$ cat src/rtl/fwft_rx_deframer_pkg.sv
// Shared definitions for the FWFT receive deframer.
// State encoding and header field positions.
package fwft_rx_deframer_pkg;

    typedef enum logic [1:0] {
        HDR     = 2'd0,
        PAYLOAD = 2'd1,
        DROP    = 2'd2
    } state_t;

    localparam int LEN_LSB = 0;
    localparam int TAG_LSB = 16;
    localparam int TAG_W   = 16;

endpackage

$ cat src/rtl/fwft_out_reg.sv
// Single-entry valid/ready output register.
// A load replaces the held word even when it is accepted in the same cycle.
module fwft_out_reg
    import fwft_rx_deframer_pkg::*;
#(
    parameter int DATA_W = 32
) (
    input  logic              clk,
    input  logic              rst,
    input  logic              load,
    input  logic [DATA_W-1:0] ld_data,
    input  logic              ld_sof,
    input  logic              ld_eof,
    input  logic              m_ready,
    output logic [DATA_W-1:0] m_data,
    output logic              m_valid,
    output logic              m_sof,
    output logic              m_eof
);

    // Load a new word, otherwise drop valid once the consumer takes it.
    always_ff @(posedge clk) begin
        if (rst) begin
            m_data  <= '0;
            m_valid <= 1'b0;
            m_sof   <= 1'b0;
            m_eof   <= 1'b0;
        end else if (load) begin
            m_data  <= ld_data;
            m_valid <= 1'b1;
            m_sof   <= ld_sof;
            m_eof   <= ld_eof;
        end else if (m_ready) begin
            m_valid <= 1'b0;
        end
    end

endmodule

$ cat src/rtl/fwft_rx_deframer.sv
// Header parser on the read side of an FWFT FIFO.
// Emits framed payload, drops oversize packets, counts legal headers.
module fwft_rx_deframer
    import fwft_rx_deframer_pkg::*;
#(
    parameter int DATA_W  = 32,
    parameter int LEN_W   = 16,
    parameter int MAX_LEN = 1024
) (
    input  logic              clk,
    input  logic              rst,
    input  logic [DATA_W-1:0] fifo_dout,
    input  logic              fifo_empty,
    output logic              fifo_rd_en,
    output logic [DATA_W-1:0] m_data,
    output logic              m_valid,
    input  logic              m_ready,
    output logic              m_sof,
    output logic              m_eof,
    output logic [15:0]       m_tag,
    output logic              pkt_err,
    output logic [31:0]       pkt_cnt
);

    state_t             state;
    state_t             state_nxt;
    logic [LEN_W-1:0]   rem;
    logic               first;
    logic               pop;
    logic               load;
    logic               last;
    logic               oversize;
    logic [LEN_W-1:0]   hdr_len;
    logic [TAG_W-1:0]   hdr_tag;

    assign hdr_len  = fifo_dout[LEN_LSB +: LEN_W];
    assign hdr_tag  = fifo_dout[TAG_LSB +: TAG_W];
    assign oversize = 32'(hdr_len) > 32'(MAX_LEN);
    assign last     = (rem == LEN_W'(1));

    // Pop whenever the current state can absorb the head word.
    always_comb begin
        pop = 1'b0;
        if (!rst && !fifo_empty) begin
            unique case (state)
                HDR:     pop = 1'b1;
                DROP:    pop = 1'b1;
                PAYLOAD: pop = !m_valid || m_ready;
                default: pop = 1'b0;
            endcase
        end
    end

    assign fifo_rd_en = pop;
    assign load       = pop && (state == PAYLOAD);

    // State register.
    always_ff @(posedge clk) begin
        if (rst) state <= HDR;
        else     state <= state_nxt;
    end

    // Next-state: transitions only happen on a pop.
    always_comb begin
        state_nxt = state;
        if (pop) begin
            unique case (state)
                HDR: begin
                    if (oversize)          state_nxt = DROP;
                    else if (hdr_len != 0) state_nxt = PAYLOAD;
                end
                PAYLOAD: if (last) state_nxt = HDR;
                DROP:    if (last) state_nxt = HDR;
                default: state_nxt = HDR;
            endcase
        end
    end

    // Header capture, remaining-word count, counter and error pulse.
    always_ff @(posedge clk) begin
        if (rst) begin
            rem     <= '0;
            first   <= 1'b0;
            m_tag   <= '0;
            pkt_cnt <= '0;
            pkt_err <= 1'b0;
        end else begin
            pkt_err <= 1'b0;
            if (pop) begin
                unique case (state)
                    HDR: begin
                        if (oversize) begin
                            pkt_err <= 1'b1;
                            rem     <= hdr_len;
                        end else begin
                            pkt_cnt <= pkt_cnt + 32'd1;
                            m_tag   <= hdr_tag;
                            if (hdr_len != 0) begin
                                rem   <= hdr_len;
                                first <= 1'b1;
                            end
                        end
                    end
                    PAYLOAD: begin
                        first <= 1'b0;
                        rem   <= rem - 1'b1;
                    end
                    DROP:    rem <= rem - 1'b1;
                    default: ;
                endcase
            end
        end
    end

    fwft_out_reg #(
        .DATA_W(DATA_W)
    ) u_out (
        .clk     (clk),
        .rst     (rst),
        .load    (load),
        .ld_data (fifo_dout),
        .ld_sof  (first),
        .ld_eof  (last),
        .m_ready (m_ready),
        .m_data  (m_data),
        .m_valid (m_valid),
        .m_sof   (m_sof),
        .m_eof   (m_eof)
    );

endmodule
$ cat config.mk
export PLATFORM = sky130hd
export DESIGN_NAME = fwft_rx_deframer
export DESIGN_NICKNAME = d
export VERILOG_FILES = /design/src/rtl/fwft_rx_deframer_pkg.sv /design/src/rtl/fwft_out_reg.sv /design/src/rtl/fwft_rx_deframer.sv
export SDC_FILE = /design/constraint.sdc
export NUM_CORES = 1
export LEC_CHECK = 0
export CAP_MARGIN = 40
export CORE_ASPECT_RATIO = 1.25
export CORE_MARGIN = 2
export CORE_UTILIZATION = 40
export DETAILED_ROUTE_END_ITERATION = 8
export GPL_ROUTABILITY_DRIVEN = 0
export GPL_TIMING_DRIVEN = 0
export PLACE_DENSITY_LB_ADDON = 0.1
export SETUP_SLACK_MARGIN = 0.02
export SLEW_MARGIN = 30
export SYNTH_ARGS = -nofsm -noshare
export SYNTH_HDL_FRONTEND = slang
export SYNTH_SLANG_ARGS = --single-unit
$ cat constraint.sdc
create_clock -name clk -period 5.88 [get_ports clk]
set_clock_uncertainty 0.15 [all_clocks]
set_input_delay 1.47 -clock clk [delete_from_list [all_inputs] [get_ports clk]]
set_output_delay 1.47 -clock clk [all_outputs]
set_load 0.02 [all_outputs]
# == After elaboration in Yosys (flattened, before gate mapping) ==
# Cells that the tools add are included.
# totals
ff_bits,103
in_bits,36
out_inout_bits,85
elab_cells,56
# classes
add_sub_neg,2
n_lt_le_gt_ge,1
eq_ne,7
n_mux,15
n_bitwise,3
n_reduce_logical,18
# ops
op,n
"32-bit by 1-bit adder with 32-bit output, second input constant",1
16-bit two-way mux,2
16-bit one-hot mux with 2 select lines,1
"16-bit by 1-bit equality test with 1-bit output, second input constant",1
"16-bit by 11-bit > comparator with 1-bit output, second input constant",1
16-bit nonzero test,1
"16-bit by 1-bit subtractor with 16-bit output, second input constant",1
3-bit AND reduction,3
1-bit two-way mux,6
2-bit two-way mux,3
2-bit nonzero test,3
"2-bit inequality test, second input constant",2
1-bit one-hot mux with 2 select lines,2
2-bit one-hot mux with 2 select lines,1
4-bit AND reduction,1
2-bit OR reduction,2
1-bit logical NOT,3
"3-bit inequality test, second input constant",1
1-bit inverter,3
3-bit OR reduction,1
"2-bit by 1-bit equality test with 1-bit output, second input constant",1
"2-bit equality test, second input constant",1
1-bit logical AND,2
2-bit logical NOT,1
2 further kinds,2

# == Depth between registers and ports, before layout ==
# Gate-level depths: netlist (run 1).
# logic_depth
word_depth,6
depth_mapped,9
mapped_depth_nobuf,7

# == By module ==
# From an unflattened synthesis (run 1), not the netlist that was laid out.
# hier_totals
cells_unflattened,548
hier_area_um2,4709.5
# modules_own_cells
module,instances,cells_per_inst,area_per_inst_um2,seq_area_each_um2
fwft_rx_deframer,1,434,3437.0,1361.3
fwft_out_reg,1,114,1272.5,700.7

# == Worst setup path before layout (run 1) ==
# OpenSTA, ideal clock, no wires.
# synth_path
kind,input-to-output
from,in m_ready
to,out fifo_rd_en
arrival_time_ns,2.158
t_required_ns,4.260
path_slack_ns,2.102
path_stages,3
path_buffers,0
cell_sequence,nand2b_1 > a211o_1 > and2_1
# synth_between
elab_chain_cells,3
# synth_rtl
element,line,rtl
from (decl),fwft_rx_deframer.sv:17,"input logic m_ready,"
1-bit logical OR,fwft_rx_deframer.sv:48,PAYLOAD: pop = !m_valid || m_ready;
1-bit one-hot mux with 2 select lines,fwft_rx_deframer.sv:45,unique case (state)
1-bit two-way mux,fwft_rx_deframer.sv:44,if (!rst && !fifo_empty) begin
to (decl),fwft_rx_deframer.sv:14,"output logic fifo_rd_en,"
# No other way between the ends.

# == Worst setup path in the final report (run 1) ==
# layout_path
from,in rst
to,out fifo_rd_en
# layout_between
elab_chain_cells,3
# layout_rtl
element,line,rtl
from (decl),fwft_rx_deframer.sv:11,"input logic rst,"
1-bit logical NOT,fwft_rx_deframer.sv:44,
1-bit logical AND,fwft_rx_deframer.sv:44,
1-bit two-way mux,fwft_rx_deframer.sv:44,
# No other way between the ends.

==> summary.txt, run 1 <==
Clock network
  – CTS max path bufs: 2
  – H-tree depth: 3
  – Post_cts resized: 0
  – Clk_lat worst skew: 350 ps
  – CTS Root Cell: clkbuf_16
  – Worst-path clk slew: 70 ps
  – Post-CTS Setup Bufs: 0
  – Number of buffers created by CTS: 9
  – CTS sink cnt: 103
  – Cts hold-fix bufs: 0
  – CTS tree: built

Yosys
  – Number of flops mapped to enable cells by yosys: 0
  – #FFs+latches synth: 103
  – Main synth FF type: dfxtp_1
  – Synthesized cell area: 4720 sq um
  – Gate Count Post-Synth: 589
  – Yosys cell types: 51
  – Synth warn: 0
  – Seq/Total Area, Yosys: 0.437
  – Synth cell count leaders: 122 x nand2_1, 103 x dfxtp_1, 87 x a21oi_1
  – Synth top area cells: dfxtp_1 44%, nand2_1 9.7%, a21oi_1 9.2%
  – Post-synth top area cell: dfxtp_1
  – Syn Nets: 632
  – Most frequent cell after synthesis: nand2_1
  – Post-synth top area share: 0.437
  – Syn avg cell area: 8.01 sq um
  – Asr flop ratio synth: 0

Global route
  – Vias in the first global route: 4,633
  – Initial antenna violation count: 0
  – First-pass GRT wire length: 23,500 um
  – Pin count of the biggest net entering global routing: 19
  – Grt peak-use layer: met2
  – Global routing usage on met2: 0.396
  – Grt ovf: 0
  – GR Layer Usage met3: 0.0352
  – GR Layer Usage met1: 0.294
  – GRT Util Overall: 0.233

Setup path
  – R2R cell count: 7
  – Critical Path RT: 4260 ps
  – Critical path type: primary input to output port
  – Most Frequent Cell on Critical Path: clkdlybuf4s50_1
  – Slowest stage delay, CP: 630 ps
  – Nature of the critical path endpoint: output port
  – CP max FO: 7
  – Worst-path cell chain: clkdlybuf4s50_1 -> nor3_2 -> and2_1 -> clkdlybuf4s50_1
  – Slowest CP cell: clkdlybuf4s50_1
  – Startpoint types: primary input
  – Worst Path Arrival: 3320 ps

Power
  – Design Power: 2.08 mW
  – Worst vdd ir: 0.165 mV
  – Cell leakage power: 2.06 nW
  – Pwr dens: 325 nW/um^2

Drt
  – WL final: 14,800 um
  – Vias post-DR: 4,915
  – Iter 0 DRT Violations: 252
  – DRC violations left: 0
  – DRT Pass-1 Iters: 5
  – WL/cell: 17.1 um
  – Post-route ant nets: 0
  – Via density: 5.70

Status
  – Status: completed

Placed design
  – DP Worst Slack: 975 ps
  – Hpwl dp: 11,000 um
  – # port buffers: 120

Final layout
  – Post-layout nets: 764
  – Antenna Diode Count: 0
  – # fillers: 1,114
  – Synth-to-layout area growth: 35.2%
  – Share of layout cells above drive strength 1: 0.0428

Timing
  – Max_slew headroom: 0.473
  – Worst hold margin: 304 ps
  – Unrepaired setup endpoints after global routing: false
  – Final max-slew violation count: 0
  – Setup total negative slack: 0 ps
  – Worst slew pin tran: 783 ps
  – Max Freq: 202 MHz
  – Final setup margin: 937 ps
  – Final setup violation count: 0
  – Tmin final: 4940 ps
  – Crit share post-route: 0.841
  – Final hold violation count: 0

Die
  – Num ports: 121
  – Core Region: 11,600 sq um
  – Initial core utilization: 0.408
  – Die Width: 101 um
  – Row cnt: 44
  – Die Height: 125 um
  – Die Footprint: 12,700 sq um

Job
  – Number of max-cap violations: 0

Min path
  – WHS Path Cells: 2
  – Worst Hold Class: flip-flop to flip-flop
==> critical path: cells and delay by family <==
| family | cells | cell delay [ps] |
|---|---|---|
| simple gates | 2 | 700 |
| buf+inv | 2 | 1140 |
==> logic make-up after synthesis <==
family | count (synthesis) | synth area share
simple gates | 257 | 0.272
compound gates | 153 | 0.199
flops | 103 | 0.437
buf+inv | 52 | 0.0416
xor+xnor | 15 | 0.0279
fa+ha+maj | 7 | 0.0186
mux | 2 | 0.00424
==> power by group <==
part	total (mW)	switching (mW)	internal (mW)
logic	0.687	0.432	0.255
clock network	0.571	0.280	0.291
registers	0.818	0.0559	0.762
==> registers in the layout, summed over array words and instances, names as in the netlist <==
signal / cells
first: 1
rem: 16
u_out.m_data: 32
pkt_err: 1
u_out.m_valid: 1
state: 2
pkt_cnt: 32
u_out.m_sof: 1
m_tag: 16
u_out.m_eof: 1
==> placed cells by master (no fill, tap or decap), types with 7 or more instances in the layout <==
cell type,instances
nand3_1,14
clkbuf_1,36
a21oi_1,87
o311ai_0,8
clkbuf_16,9
nand2_1,122
and3_1,11
o21ai_0,16
ha_1,7
nor3_1,12
nor4_1,13
dfxtp_1,103
or4_1,15
nor2_1,28
clkdlybuf4s50_1,120
o31ai_1,11
xnor2_1,11
nand4_1,12
inv_1,14
==> routing by layer <==
metal,routed length [um],part of all wire
met5,0,0
met4,336,0.023
met3,858,0.058
met2,7510,0.51
met1,6070,0.41
==> path summary, 6_finish.rpt <==
| check | from | end | slack (ps) |
|---|---|---|---|
| setup reg to reg | state[0]$_SDFFE_PP0P_ | pkt_cnt[24]$_SDFFE_PP0P_ | 2940 |
| hold reg to reg | u_out.m_data[9]$_SDFFE_PP0P_ | u_out.m_data[9]$_SDFFE_PP0P_ | 300 |
| hold / removal | u_out.m_data[9]$_SDFFE_PP0P_ | u_out.m_data[9]$_SDFFE_PP0P_ | 300 |
| setup / recovery | rst | fifo_rd_en | 940 |
==> layout make-up <==
type / instances / area (sq um) / area share
buffer: 38 / 144 / 0.0226
clock buffer: 9 / 225 / 0.0353
clock inverter: 6 / 57.6 / 0.00902
inverter: 14 / 52.6 / 0.00824
multi-input combinational: 434 / 2460 / 0.385
sequential: 103 / 2060 / 0.323
tap: 138 / 173 / 0.0271
timing repair buffer: 121 / 1210 / 0.189
==> through the flow <==
stage	util	instances	instance area [sq um]
2_1_floorplan	-	589	4720
3_3_place_gp	0.527	847	6090
4_1_cts	0.552	863	6380
6_report	0.552	863	6380
5_1_grt	0.552	863	6380
3_5_place_dp	0.527	848	6100
Note: power is estimated with default switching activity, not from simulation.
==> run 2, diff against run 1 <==
==> constraint.sdc (replaced) <==
create_clock -name clk -period 4.05 [get_ports clk]
set_clock_uncertainty 0.15 [all_clocks]
set_input_delay 1.0125 -clock clk [delete_from_list [all_inputs] [get_ports clk]]
set_output_delay 1.0125 -clock clk [all_outputs]
set_load 0.02 [all_outputs]
==> run 2 against run 1 <==
Compared with the run above:
- wire length fell by 0.27%
- clock power rose by 45%
- critical path depth did not move
- flip-flop and latch count did not move
- core utilization rose by 0.054 points
- sequential power rose by 45%
- count of clock-buffer cells in the layout did not move
- register-to-register slack got worse by 1800 ps
- critical endpoint unchanged
==> summary.txt, run 2 (same netlist as run 1, synthesis figures left out) <==
Status
  – Status: completed

Power
  – Pint: 1.90 mW
  – Clock network fraction of total power: 0.275
  – Comb pwr share: 0.330
  – Sw Ratio: 0.368
  – P_sw: 1.11 mW
  – Design Power: 3.01 mW
  – Worst vdd ir: 0.237 mV
  – Pwr dens: 471 nW/um^2
  – Cell leakage power: 2.06 nW
  – Part of the power in registers: 0.395

Global route
  – Initial antenna violation count: 0
  – GRT Util Overall: 0.233
  – Grt ovf: 0
  – Pin count of the biggest net entering global routing: 19
  – Vias in the first global route: 4,633
  – First-pass GRT wire length: 23,500 um

Drt
  – Via density: 5.68
  – Iter 0 DRT Violations: 252
  – WL final: 14,700 um
  – Vias post-DR: 4,904
  – DRC violations left: 0
  – DRT Pass-1 Iters: 4
  – WL/cell: 17.1 um
  – Post-route ant nets: 0

Timing
  – Final setup violation count: 0
  – Max_slew headroom: 0.476
  – Setup total negative slack: 0 ps
  – Unrepaired setup endpoints after global routing: false
  – Worst slew pin tran: 784 ps
  – Max Freq: 253 MHz
  – Final hold violation count: 0
  – Crit share post-route: 0.974
  – Final max-slew violation count: 0
  – Tmin final: 3950 ps
  – Worst hold margin: 304 ps

Setup path
  – Setup crit start: rst
  – Family with the most delay on the worst path: buffers and inverters
  – Nature of the critical path endpoint: output port
  – Instance count on the critical path: 4
  – Worst Path Arrival: 2780 ps
  – Most Frequent Cell on Critical Path: clkdlybuf4s50_1
  – Critical path type: primary input to output port
  – Slowest stage delay, CP: 630 ps
  – Critical Path RT: 2890 ps
  – Worst-path cell chain: clkdlybuf4s50_1 -> nor3_4 -> and2_1 -> clkdlybuf4s50_1
  – Reg-to-reg startpoint: state[0]$_SDFFE_PP0P_
  – R2R cell count: 7
  – CP max FO: 7
  – Slowest CP cell: clkdlybuf4s50_1
  – Crit path buffers/inverters: 2
  – Startpoint types: primary input

Final layout
  – Synth-to-layout area growth: 35.4%
  – Largest registers: pkt_cnt: 32 flops, u_out.m_data: 32 flops
  – Antenna Diode Count: 0
  – Leading cell type in the layout, fill and taps excluded: nand2_1
  – Most frequent cells in the layout: 122 x nand2_1, 120 x clkdlybuf4s50_1, 103 x dfxtp_1, 87 x a21oi_1, 36 x clkbuf_1
  – Post-layout nets: 764
  – Share of layout cells above drive strength 1: 0.0428

Min path
  – Hold_sp: u_out.m_data[9]$_SDFFE_PP0P_
  – Worst Hold Class: flip-flop to flip-flop
  – WHS Path Cells: 2

Die
  – Die Width: 101 um
  – Initial core utilization: 0.408
  – Row cnt: 44
  – Num ports: 121
  – Die Footprint: 12,700 sq um
  – Die Height: 125 um
  – Core Region: 11,600 sq um

Placed design
  – # port buffers: 120
  – Hpwl dp: 11,000 um

Clock network
  – CTS sink cnt: 103
  – CTS max path bufs: 2
  – H-tree depth: 3
  – CTS tree: built
  – Number of buffers created by CTS: 9
  – Clk_lat worst skew: 350 ps
  – Post-CTS Setup Bufs: 0
  – Worst-path clk slew: 70 ps
  – CTS Root Cell: clkbuf_16

Job
  – Number of max-cap violations: 0
run 2: metrics by stage:
stage               setup slack (ps)  instances  area, sq um   util
finish                           104        863         6380  0.552
global route                    58.9        863         6380  0.552
CTS                             57.0        863         6380  0.552
detailed placement              49.2        848         6100  0.527
global placement                -132        847         6090  0.527
floorplan                       1080        589         4720      -
run 2: what timing repair did:
action                                  CTS  global route
resized for setup                         0             1
endpoints found under the setup margin    0             1
hold buffers                              0             0
run 2: power by group through the flow:
stage | clock, mW | sequential, mW | combinational, mW
4_1_cts | 0.846 | 1.19 | 0.980
6_report | 0.828 | 1.19 | 0.994
2_1_floorplan | 0 | 1.22 | 0.652
3_5_place_dp | 0 | 1.21 | 0.977
5_1_grt | 0.881 | 1.20 | 1.09
3_3_place_gp | 0 | 1.20 | 0.960
run 2: cell type report:
cell class / instances / area, sq um
fillers: 1114 / 5180
multi-input cells: 434 / 2460
flip-flops and latches: 103 / 2060
repair buffers: 121 / 1210
clock buffers: 9 / 225
well taps: 138 / 173
plain buffers: 38 / 144
clock inverters: 6 / 57.6
inverters: 14 / 52.6
run 2: worst paths after layout:
path | endpoint | slack [ps]
max | fifo_rd_en | 100
min | u_out.m_data[9]$_SDFFE_PP0P_ | 300
min reg2reg | u_out.m_data[9]$_SDFFE_PP0P_ | 300
max reg2reg | pkt_cnt[24]$_SDFFE_PP0P_ | 1090
run 2: worst min-delay path: cells and delay by family (launching register included):
| family | cells | cell delay (ps) |
|---|---|---|
| flops | 1 | 310 |
| simple gates | 1 | 50 |
| compound gates | 1 | 50 |
run 2: metal layers:
layer | global-route usage | routed length (um) | vias up
met1 | 0.294 | 6050 | 2316
met5 | 0 | 0 | -
met3 | 0.0352 | 874 | 23
li1 | - | - | 2391
met2 | 0.396 | 7480 | 174
met4 | 0.0874 | 339 | 0
==> run 3, diff against run 2 <==
--- a/config.mk
+++ b/config.mk
@@ -12,7 +12,8 @@
 export DETAILED_ROUTE_END_ITERATION = 8
 export GPL_ROUTABILITY_DRIVEN = 0
 export GPL_TIMING_DRIVEN = 0
-export PLACE_DENSITY_LB_ADDON = 0.1
+export HOLD_SLACK_MARGIN = 0.05
+export PLACE_DENSITY = 0.81
 export SETUP_SLACK_MARGIN = 0.02
 export SLEW_MARGIN = 30
 export SYNTH_ARGS = -nofsm -noshare
==> run 3 against run 2 <==
Compared with the run above:
- global-route usage up 1.5 points
- clock power up 19%
- final area up 0.63%
- core utilization up 0.35 points
- via count up 4.8%
- sequential power about the same
- first-iteration DRC count up 41%
- flip-flop and latch count unchanged
- sequential share of layout area down 0.20 points
- maximum frequency about the same
==> summary.txt, run 3 (same netlist as run 1, synthesis figures left out) <==
Status
  – Status: completed

Drt
  – DRT Pass-1 Iters: 5
  – WL/cell: 17.7 um
  – DRC violations left: 0
  – WL final: 15,300 um
  – Post-route ant nets: 0
  – Via density: 5.96
  – Iter 0 DRT Violations: 356
  – Vias post-DR: 5,137

Setup path
  – Nature of the critical path endpoint: output port
  – Crit path buffers/inverters: 2
  – CP max FO: 7
  – Startpoint types: primary input
  – Most Frequent Cell on Critical Path: clkdlybuf4s50_1
  – Slowest stage delay, CP: 620 ps
  – Critical Path RT: 2890 ps
  – Critical path type: primary input to output port
  – Family with the most delay on the worst path: buffers and inverters
  – Worst Path Arrival: 2780 ps
  – Worst-path cell chain: clkdlybuf4s50_1 -> nor3_2 -> and2_1 -> clkdlybuf4s50_1
  – Slowest CP cell: clkdlybuf4s50_1

Timing
  – Worst slew pin tran: 797 ps
  – Unrepaired setup endpoints after global routing: false
  – Setup total negative slack: 0 ps
  – Crit share post-route: 0.974
  – Max Freq: 253 MHz
  – Final max-slew violation count: 0
  – Final setup violation count: 0
  – Final hold violation count: 0
  – Max_slew headroom: 0.465
  – Tmin final: 3950 ps

Placed design
  – # port buffers: 120
  – Post-Place Cells: 847
  – Dpl cell area: 6090 sq um
  – Hpwl dp: 11,400 um

Clock network
  – Number of buffers created by CTS: 9
  – CTS max path bufs: 2
  – Post-CTS Setup Bufs: 0
  – CTS tree: built
  – CTS sink cnt: 103
  – Post_cts resized: 0
  – Clk_lat worst skew: 350 ps
  – Cts hold-fix bufs: 0
  – H-tree depth: 3
  – CTS Root Cell: clkbuf_16
  – Worst-path clk slew: 70 ps

Min path
  – Worst Hold Class: flip-flop to flip-flop

Power
  – Worst vdd ir: 0.256 mV
  – Design Power: 3.20 mW
  – Pwr dens: 498 nW/um^2
  – Cell leakage power: 2.09 nW

Global route
  – GRT Util Overall: 0.247
  – Initial antenna violation count: 0
  – Pin count of the biggest net entering global routing: 17
  – Vias in the first global route: 4,936
  – First-pass GRT wire length: 25,000 um
  – Grt ovf: 0

Final layout
  – Share of layout cells above drive strength 1: 0.0414
  – Largest registers: pkt_cnt: 32 flops, u_out.m_data: 32 flops
  – Synth-to-layout area growth: 36.2%
  – # fillers: 1,032
  – Leading cell type in the layout, fill and taps excluded: nand2_1
  – Finished Cell Area: 6420 sq um
  – Final Non-Filler Cells: 862
  – Post-layout nets: 763
  – Antenna Diode Count: 0
  – Most frequent cells in the layout: 122 x nand2_1, 120 x clkdlybuf4s50_1, 103 x dfxtp_1, 87 x a21oi_1, 36 x clkbuf_1

Die
  – Die Footprint: 12,700 sq um
  – Die Height: 125 um
  – Core Region: 11,600 sq um
  – Die Width: 101 um
  – Initial core utilization: 0.408
  – Row cnt: 44
  – Num ports: 121

Job
  – Number of max-cap violations: 0
## run 3: cell types whose count changed in the layout (fill, tap and decap cells not counted), sizes merged
cell	previous run	this run
buf	3	2
bufinv	0	3
clkinv	3	2
clkinvlp	2	0
## run 3: layout make-up
type	instances	area (sq um)	area share
clock inverter	6	109	0.0169
inverter	14	52.6	0.00818
sequential	103	2060	0.321
timing repair buffer	120	1200	0.187
clock buffer	9	225	0.0351
buffer	38	144	0.0224
multi-input combinational	434	2460	0.383
tap	138	173	0.0269
## run 3: where the power goes
| group | internal [mW] | total (mW) | switching (mW) |
|---|---|---|---|
| combinational | 0.372 | 1.02 | 0.648 |
| sequential | 1.11 | 1.19 | 0.0852 |
| clock | 0.601 | 0.989 | 0.388 |
## run 3: worst paths after layout
path              cells past startpoint  slack [ps]                       end                   start
setup / recovery                      4         100                fifo_rd_en                     rst
hold / removal                        2         310    m_tag[15]$_SDFFE_PP0P_  m_tag[15]$_SDFFE_PP0P_
setup reg to reg                      8        1090  pkt_cnt[26]$_SDFFE_PP0P_   state[0]$_SDFFE_PP0P_
hold reg to reg                       2         310    m_tag[15]$_SDFFE_PP0P_  m_tag[15]$_SDFFE_PP0P_
## run 3: worst min-delay path, stage by stage, from the launching register on
cell and delay (ps):
dfxtp_1 310, nand2_1 50, a21oi_1 50
## run 3: metal layers
metal  track usage  vias to the layer above  part of all wire
met5             0                        -                 0
met4         0.138                        0             0.051
met3        0.0520                       71             0.073
met2         0.410                      249              0.50
met1         0.292                     2428              0.38
li1              -                     2389                 -
## run 3: metrics by stage
step / hold WS [ps] / setup WS [ps] / utilization
CTS: 308 / 87.8 / 0.556
floorplan: 282 / 1080 / -
global placement: 293 / 105 / 0.527
global route: 325 / 34.5 / 0.556
detailed placement: 299 / -16.3 / 0.527
finish: 306 / 104 / 0.556
